===== config.mk =====
export PLATFORM = sky130hd
export DESIGN_NAME = demux1_to_2_4bit_buf
export DESIGN_NICKNAME = d
export VERILOG_FILES = /design/src/rtl/mux_pkg.sv /design/src/rtl/demux1_to_2_4bit_buf_fifo2_4bit.sv /design/src/rtl/demux1_to_2_4bit_buf.sv
export SDC_FILE = /design/constraint.sdc
export NUM_CORES = 1
export LEC_CHECK = 0
export ABC_CLOCK_PERIOD_IN_PS = 2200
export BUFFER_PORTS_ARGS = -buffer_cell sky130_fd_sc_hd__clkbuf_2
export CAP_MARGIN = 10
export CELL_PAD_IN_SITES_DETAIL_PLACEMENT = 1
export CELL_PAD_IN_SITES_GLOBAL_PLACEMENT = 1
export CORE_MARGIN = 2
export CORE_UTILIZATION = 30
export DETAILED_ROUTE_END_ITERATION = 10
export PLACE_DENSITY = 0.72
export SLEW_MARGIN = 20
export SYNTH_ARGS = -nofsm -noshare
export SYNTH_HDL_FRONTEND = slang
export SYNTH_SLANG_ARGS = --single-unit

===== constraint.sdc =====
create_clock -name clk -period 2.2 [get_ports clk]
set_clock_uncertainty 0.1 [all_clocks]
set_input_delay 0.44 -clock clk [delete_from_list [all_inputs] [get_ports clk]]
set_output_delay 0.44 -clock clk [all_outputs]
set_load 0.05 [all_outputs]

===== src/rtl/mux_pkg.sv =====
// ---------------------------------------------------------------------------
// mux_pkg
// Shared constants for the 1-to-2 buffered demultiplexer and its FIFOs.
//   DEF_DATA_W : default width of a routed data word
//   DEF_CNT_W  : default width of each per-destination transfer counter
//   FIFO_DEPTH : number of entries in each destination buffer
// ---------------------------------------------------------------------------
package mux_pkg;

    localparam int unsigned DEF_DATA_W = 4;
    localparam int unsigned DEF_CNT_W  = 8;
    localparam int unsigned FIFO_DEPTH = 2;

endpackage


===== src/rtl/demux1_to_2_4bit_buf_fifo2_4bit.sv =====
// ---------------------------------------------------------------------------
// fifo2_4bit
// Two-entry FIFO used as one destination buffer of the demultiplexer.
//   clk, reset : rising-edge clock and synchronous active-high reset
//   push       : write push_data this cycle; ignored when full
//   push_data  : word to store
//   pop        : drop the head word this cycle; ignored when empty
//   head_data  : oldest stored word, forced to 0 while empty
//   full       : both entries occupied
//   empty      : no entries occupied
// ---------------------------------------------------------------------------
module fifo2_4bit
    import mux_pkg::*;
#(
    parameter int DATA_W = DEF_DATA_W
)
(
    input  logic              clk,
    input  logic              reset,
    input  logic              push,
    input  logic [DATA_W-1:0] push_data,
    input  logic              pop,
    output logic [DATA_W-1:0] head_data,
    output logic              full,
    output logic              empty
);

    logic [DATA_W-1:0] mem [FIFO_DEPTH];
    logic              wr_ptr;
    logic              rd_ptr;
    logic [1:0]        count;
    logic              do_push;
    logic              do_pop;

    assign full    = (count == 2'(FIFO_DEPTH));
    assign empty   = (count == 2'd0);
    assign do_push = push && !full;
    assign do_pop  = pop && !empty;

    // The zero mask keeps stale storage from leaking out after a pop or a reset.
    assign head_data = empty ? '0 : mem[rd_ptr];

    // Storage is written without reset. The zero mask on head_data hides any
    // stale contents.
    always_ff @(posedge clk) begin
        if (do_push) begin
            mem[wr_ptr] <= push_data;
        end
    end

    // Pointer and occupancy bookkeeping. On a simultaneous push and pop at
    // count 1, the read pointer moves onto the slot being written. The pushed
    // word becomes the head and the count stays at 1.
    always_ff @(posedge clk) begin
        if (reset) begin
            wr_ptr <= 1'b0;
            rd_ptr <= 1'b0;
            count  <= 2'd0;
        end else begin
            if (do_push) begin
                wr_ptr <= ~wr_ptr;
            end
            if (do_pop) begin
                rd_ptr <= ~rd_ptr;
            end
            case ({do_push, do_pop})
                2'b10:   count <= count + 2'd1;
                2'b01:   count <= count - 2'd1;
                default: count <= count;
            endcase
        end
    end

endmodule


===== src/rtl/demux1_to_2_4bit_buf.sv =====
// ---------------------------------------------------------------------------
// demux1_to_2_4bit_buf
// Routes each source word to one of two destinations. Each destination is
// backed by its own two-entry FIFO and a transfer counter.
//   clk, reset           : rising-edge clock and synchronous active-high reset
//   in_data/in_sel       : source word and destination select (0 -> out0)
//   in_valid/in_ready    : source handshake; ready reflects the selected buffer
//   outk_data/outk_valid : head word of buffer k and its non-empty flag
//   outk_ready           : sink k takes the head word
//   cnt0/cnt1            : wrapping count of words accepted per destination
// ---------------------------------------------------------------------------
module demux1_to_2_4bit_buf
    import mux_pkg::*;
#(
    parameter int DATA_W = DEF_DATA_W,
    parameter int CNT_W  = DEF_CNT_W
)
(
    input  logic              clk,
    input  logic              reset,
    input  logic [DATA_W-1:0] in_data,
    input  logic              in_sel,
    input  logic              in_valid,
    output logic              in_ready,
    output logic [DATA_W-1:0] out0_data,
    output logic [DATA_W-1:0] out1_data,
    output logic              out0_valid,
    output logic              out1_valid,
    input  logic              out0_ready,
    input  logic              out1_ready,
    output logic [CNT_W-1:0]  cnt0,
    output logic [CNT_W-1:0]  cnt1
);

    localparam logic [CNT_W-1:0] CNT_ONE = CNT_W'(1);

    logic full0;
    logic full1;
    logic empty0;
    logic empty1;
    logic push0;
    logic push1;
    logic pop0;
    logic pop1;

    // Ready looks only at the selected buffer's full flag. Because of this,
    // a same-cycle pop never opens a full buffer, and no combinational path
    // runs from the sink readies back to the source.
    assign in_ready = in_sel ? !full1 : !full0;

    assign push0 = in_valid && in_ready && !in_sel;
    assign push1 = in_valid && in_ready &&  in_sel;

    assign out0_valid = !empty0;
    assign out1_valid = !empty1;
    assign pop0       = out0_valid && out0_ready;
    assign pop1       = out1_valid && out1_ready;

    fifo2_4bit #(.DATA_W(DATA_W)) u_buf0 (
        .clk       (clk),
        .reset     (reset),
        .push      (push0),
        .push_data (in_data),
        .pop       (pop0),
        .head_data (out0_data),
        .full      (full0),
        .empty     (empty0)
    );

    fifo2_4bit #(.DATA_W(DATA_W)) u_buf1 (
        .clk       (clk),
        .reset     (reset),
        .push      (push1),
        .push_data (in_data),
        .pop       (pop1),
        .head_data (out1_data),
        .full      (full1),
        .empty     (empty1)
    );

    // Each counter tracks accepted words for its destination and wraps
    // naturally. Reset wins, so words in flight during reset are not counted.
    always_ff @(posedge clk) begin
        if (reset) begin
            cnt0 <= '0;
            cnt1 <= '0;
        end else begin
            if (push0) begin
                cnt0 <= cnt0 + CNT_ONE;
            end
            if (push1) begin
                cnt1 <= cnt1 + CNT_ONE;
            end
        end
    end

endmodule


## After elaboration in Yosys (flattened, before gate mapping)

Memory sizes are Yosys's and may differ from the RTL's. A register that Yosys moved wholly into a read port is not among the register bits.
Cells that the tools add are included.

| word-level totals | value |
|---|---|
| register bits after elaboration | 24 |
| RAM bits | 16 |
| input port bits | 10 |
| output and inout port bits | 27 |
| logic and storage cells | 57 |
| memories | 2 |

| cells by class | value |
|---|---|
| add/subtract/negate cells | 6 |
| eq/ne operators | 6 |
| multiplexer cells | 13 |
| bitwise gates (word level) | 4 |
| reductions and logical operators | 18 |

Memories:

| name | depth | bits a word | rd ports | clocked after memory_dff | wr ports | RTL line | source |
|---|---|---|---|---|---|---|---|
| u_buf0.mem | 2 | 4 | 1 | 1 | 1 | demux1_to_2_4bit_buf_fifo2_4bit.sv:28 | `logic [DATA_W-1:0] mem [FIFO_DEPTH];` |
| u_buf1.mem | 2 | 4 | 1 | 1 | 1 | demux1_to_2_4bit_buf_fifo2_4bit.sv:28 |  |

Operators with widths:

| kind | number |
|---|---|
| adder 8 x 1 -> 8 bit, second input constant | 2 |
| logical AND 1 bit | 9 |
| two-way mux 1 bit | 9 |
| == test 2 bit, second input constant | 4 |
| two-way mux 4 bit | 2 |
| case mux 2 bit (2 select lines) | 2 |
| logical NOT 1 bit | 5 |
| adder 2 x 1 -> 2 bit, second input constant | 2 |
| == test 2 x 1 -> 1 bit, second input constant | 2 |
| logical NOT 2 bit | 2 |
| NOT 1 bit | 4 |
| nonzero test 2 bit | 2 |
| subtractor 2 x 1 -> 2 bit, second input constant | 2 |

## Depth between registers and ports, before layout

| depth | value |
|---|---|
| depth after elaboration | 8 |
| mapped depth | 8 |
| depth with buffers taken out | 7 |

## Hierarchy

Synthesis repeated with hierarchy kept, for this count alone.

| second synthesis, totals | value |
|---|---|
| cells, all modules | 173 |
| area, all modules | 1,798.0 µm² |

By module, submodules not included:

| module | instances | cells an instance | area an instance (µm²) | sequential area each (µm²) |
|---|---|---|---|---|
| fifo2_4bit | 2 | 44 | 524.3 | 340.3 |
| demux1_to_2_4bit_buf | 1 | 85 | 749.5 | 320.3 |

## Worst setup path after synthesis

Ideal clock, no wire load.

| path | value |
|---|---|
| kind | reg2out |
| start | register u_buf1.count[0] |
| end | output port in_ready |
| arrival time | 1.370 ns |
| setup slack | 0.290 ns |
| cell stages (with the launch flop) | 4 |
| path buffers | 1 |
| cells stage by stage | dfxtp_1 nor2b_1 buf_2 a21oi_1 |

| between the ends | value |
|---|---|
| longest elaborated chain between the ends | 3 |

RTL lines:

| item | RTL line | source |
|---|---|---|
| start, declared | demux1_to_2_4bit_buf_fifo2_4bit.sv:31 | `logic [1:0] count;` |
| start signal, assigned | demux1_to_2_4bit_buf_fifo2_4bit.sv:67 | `2'b10: count <= count + 2'd1;` |
| start signal, assigned | demux1_to_2_4bit_buf_fifo2_4bit.sv:68 | `2'b01: count <= count - 2'd1;` |
| start signal, assigned | demux1_to_2_4bit_buf_fifo2_4bit.sv:69 | `default: count <= count;` |
| == test 2 bit | demux1_to_2_4bit_buf_fifo2_4bit.sv:35 | `assign full = (count == 2'(FIFO_DEPTH));` |
| logical NOT 1 bit | demux1_to_2_4bit_buf.sv:49 | `assign in_ready = in_sel ? !full1 : !full0;` |
| two-way mux 1 bit | demux1_to_2_4bit_buf.sv:49 |  |
| end, declared | demux1_to_2_4bit_buf.sv:24 | `output logic in_ready,` |

Every way passes these cells.

## Final worst setup path

| path | value |
|---|---|
| start | register u_buf0.count[0] |
| end | output port in_ready |

| between the ends | value |
|---|---|
| longest elaborated chain between the ends | 3 |

RTL lines:

| item | RTL line |
|---|---|
| start, declared | demux1_to_2_4bit_buf_fifo2_4bit.sv:31 |
| start signal, assigned | demux1_to_2_4bit_buf_fifo2_4bit.sv:67 |
| start signal, assigned | demux1_to_2_4bit_buf_fifo2_4bit.sv:68 |
| start signal, assigned | demux1_to_2_4bit_buf_fifo2_4bit.sv:69 |
| == test 2 bit | demux1_to_2_4bit_buf_fifo2_4bit.sv:35 |
| logical NOT 1 bit | demux1_to_2_4bit_buf.sv:49 |
| two-way mux 1 bit | demux1_to_2_4bit_buf.sv:49 |

Every way passes these cells.

==> metrics.cfg <==
[power]
combPwrFrac_pct = 34.8
power.leakage_uw = 0.000811
p_seq_share_pct = 43.4
ir_drop_v = 0.000441
p_switching_uw = 913
p_clk_share_pct = 21.8
p_per_area_nw_per_um2 = 1060
internal_power_uw = 1350
p_sw_share_pct = 40.3

[yosys]
synth_seq_cells = 42
ys_warn_count = 0
ys_seq_area_share_pct = 56.2
yosys-top-cells-area = dfxtp_1, edfxtp_1, xnor2_1, nor2_1, mux2i_1
synth_area_leader_cell = dfxtp_1
syn_area_um2 = 1780
synthesis.nets = 182
syn_area_per_cell_um2 = 10.6
synth_top_area_share_pct = 29.2
synth.distinct_cells = 30
synthCells = 168

[clocking]
cts_tree = built
cts_setup_buffers = 0
clock_insertion_delay_worst_skew_ns = 0.29
clock_sinks = 42
numCtsBuffers = 5
cts-root-buf = clkbuf_8
cts.reportedPaths.clkPinSlew_ns = 0.08
clk_path_buf_depth = 2
htree_levels = 2

[floorplanning]
die_w_um = 81.1
fp.coreArea_um2 = 5820
io_pins = 37
start_util_pct = 30.6
std_cell_rows = 28
die_area_um2 = 6570
die_h_um = 81.1

[setup_path]
reg2reg_from = u_buf1.count[0]
crit_required_ns = 1.66
worstSetupEndpointType = output pin
slowest_stage = dfxtp_1
critPathMaxStageDelay_ns = 0.43
cp_top_family = flip-flops
worstPathArrival_ns = 1.38
path_cells = nand2b_4 > nor2_1 > a21oi_1 > clkbuf_2
path_class = flop to output pin
timing.rr.end = u_buf1.count[1]
r2r_slack_ns = 0.28
r2r_cells = 5
cp.buffers_inverters = 1
critPathLaunchType = flop
cp_max_fo = 5
crit_cells = 4

[grt]
grt_pass1_vias = 1283
grt_overflow = 0
grt_pass1_wl_mm = 5.78
grt_usage_pct = 11.5
antenna_found_initial = 0
grt_max_degree = 27

[timing]
rsz0062_at_grt = no
fin_setup_tns_ns = 0
finalHoldViolations = 0
min_period_ns = 1.92
max_slew.worst_pin.slew_ns = 0.542
maxSlewHeadroom_pct = 63.9
period_share_pct = 87.5
slew_viol_final = 0
final-setup-viol-count = 0
clock.fmax_ghz = 0.520

[finish]
area_growth_pct = 19.5
num_antenna_cells = 0
final_cell_count_no_fill = 283
drive_above_1_share_pct = 24.5
nNetsFinal = 221
most-common-layout-cells = nor2_1, clkbuf_2, dfxtp_1, xnor2_1, edfxtp_1

[placement]
port_buffers = 36
dp_hpwl_mm = 2.62
place_inst = 275
gp_congestion = 0.758

[routing]
ant_nets = 0
dr.pass1.iters = 4
wl_per_cell_um = 12.5
vias_per_cell = 4.56
drt_iter0_markers = 40
finalWirelength_mm = 3.52
drc = 0
dr_total_vias = 1291

[min_path]
hold_path_depth = 1
min_from = in_data[3]
hold_end = u_buf1.mem[1][3]
hold_path.class = input pin to flop

[job]
max_cap_viol_count = 0

[outcome]
outcome = finished, final reports clean

## routing by layer
metal | GRT usage [%] | up-vias | part of all wire, %
met4 | 4.07 | 0 | 1.2
met3 | 2.67 | 7 | 5.4
li1 | - | 647 | -
met2 | 18.8 | 30 | 46
met5 | 0 | - | 0
met1 | 14.9 | 607 | 47
## flip-flops by register name, indices dropped and copies added, names as in the netlist, named ones only
signal	cells
cnt0	8
cnt1	8
u_buf0.mem	8
u_buf1.mem	8
u_buf0.count	2
u_buf1.count	2
u_buf0.rd_ptr	1
u_buf0.wr_ptr	1
u_buf1.rd_ptr	1
u_buf1.wr_ptr	1
## per-stage QoR
step / worst slack [ns] / instance area, um2 / hold slack [ns] / total power, uW / utilization [%]
floorplan: 0.290 / 1780 / 0.363 / 1620 / -
global placement: 0.250 / 2040 / 0.370 / 1780 / 35.0
detailed placement: 0.163 / 2040 / 0.391 / 1800 / 35.0
CTS: 0.0994 / 2130 / 0.270 / 2300 / 36.6
global route: 0.131 / 2130 / 0.263 / 2390 / 36.6
finish: 0.276 / 2130 / 0.275 / 2260 / 36.6
## final cells by class
| cell class | count | area, um2 |
|---|---|---|
| tap | 75 | 93.8 |
| clock inverter | 3 | 21.3 |
| inverter | 4 | 15.0 |
| fill | 704 | 3690 |
| multi-input combinational | 116 | 734 |
| sequential | 42 | 1000 |
| clock buffer | 5 | 68.8 |
| timing repair buffer | 38 | 195 |
## worst max path at each step
stage | startpoint | end | slack (ns)
after floorplan | u_buf1.count[0] | in_ready | 0.29
after global placement | u_buf1.count[1] | u_buf1.count[1] | 0.25
after detailed placement | u_buf1.count[1] | u_buf1.count[1] | 0.16
after CTS | u_buf1.count[1] | in_ready | 0.1
after global routing | u_buf1.count[0] | u_buf1.count[1] | 0.13
final | u_buf0.count[0] | in_ready | 0.28
## worst reg2reg max path: cells and delay by family (launching register included)
family / cells / cell delay (ns)
flip-flops: 1 / 0.37
adder cells (fa/ha/maj): 1 / 0.35
AND/OR/NAND/NOR: 3 / 0.88
AO/OA/AOI/OAI: 1 / 0.15
## synth_stat cells
library cell,n
nand3_1,5
and4_1,1
and2b_2,2
clkbuf_1,4
nand2b_4,1
nand2b_1,1
o31ai_1,1
xnor2_1,16
nor4_1,4
nand2_1,8
nor3_1,2
buf_2,1
mux2i_1,8
ha_1,4
clkbuf_8,1
inv_1,4
nor4b_1,2
edfxtp_1,16
a21oi_1,6
dfxtp_1,26
nor3b_1,1
o21ai_0,3
nand4_1,2
or3_1,2
nand2_4,1
or4_1,1
and2_1,1
xor2_1,5
nor2_1,36
nor2b_1,3
## kinds of logic (layout without fill, tap and decap cells)
logic type | Yosys count | after routing | share of synthesized area [%]
DFF | 42 | 42 | 56.2
buffers and inverters | 10 | 50 | 2.74
AOI/OAI and AO/OA | 10 | 10 | 2.95
and+or+nand+nor | 73 | 73 | 20.5
xor gates and xnor gates | 21 | 21 | 10.3
adders and majority gates | 4 | 4 | 2.81
muxes | 8 | 8 | 4.49
## power by group through the flow
stage / Combinational [uW] / Sequential (uW) / Clock [uW]
after floorplan: 634 / 989 / 0
after global placement: 781 / 995 / 0
after detailed placement: 795 / 1000 / 0
after CTS: 801 / 983 / 512
after global routing: 854 / 995 / 537
final: 788 / 982 / 493
## repair_timing
action | 4_1_cts | 5_1_grt
hold buffers | 0 | 0
hold endpoints to repair | 0 | 0
gates resized for setup | 0 | 1
endpoints found under the setup margin | 0 | 2
Power figures use the tool's default switching activity.
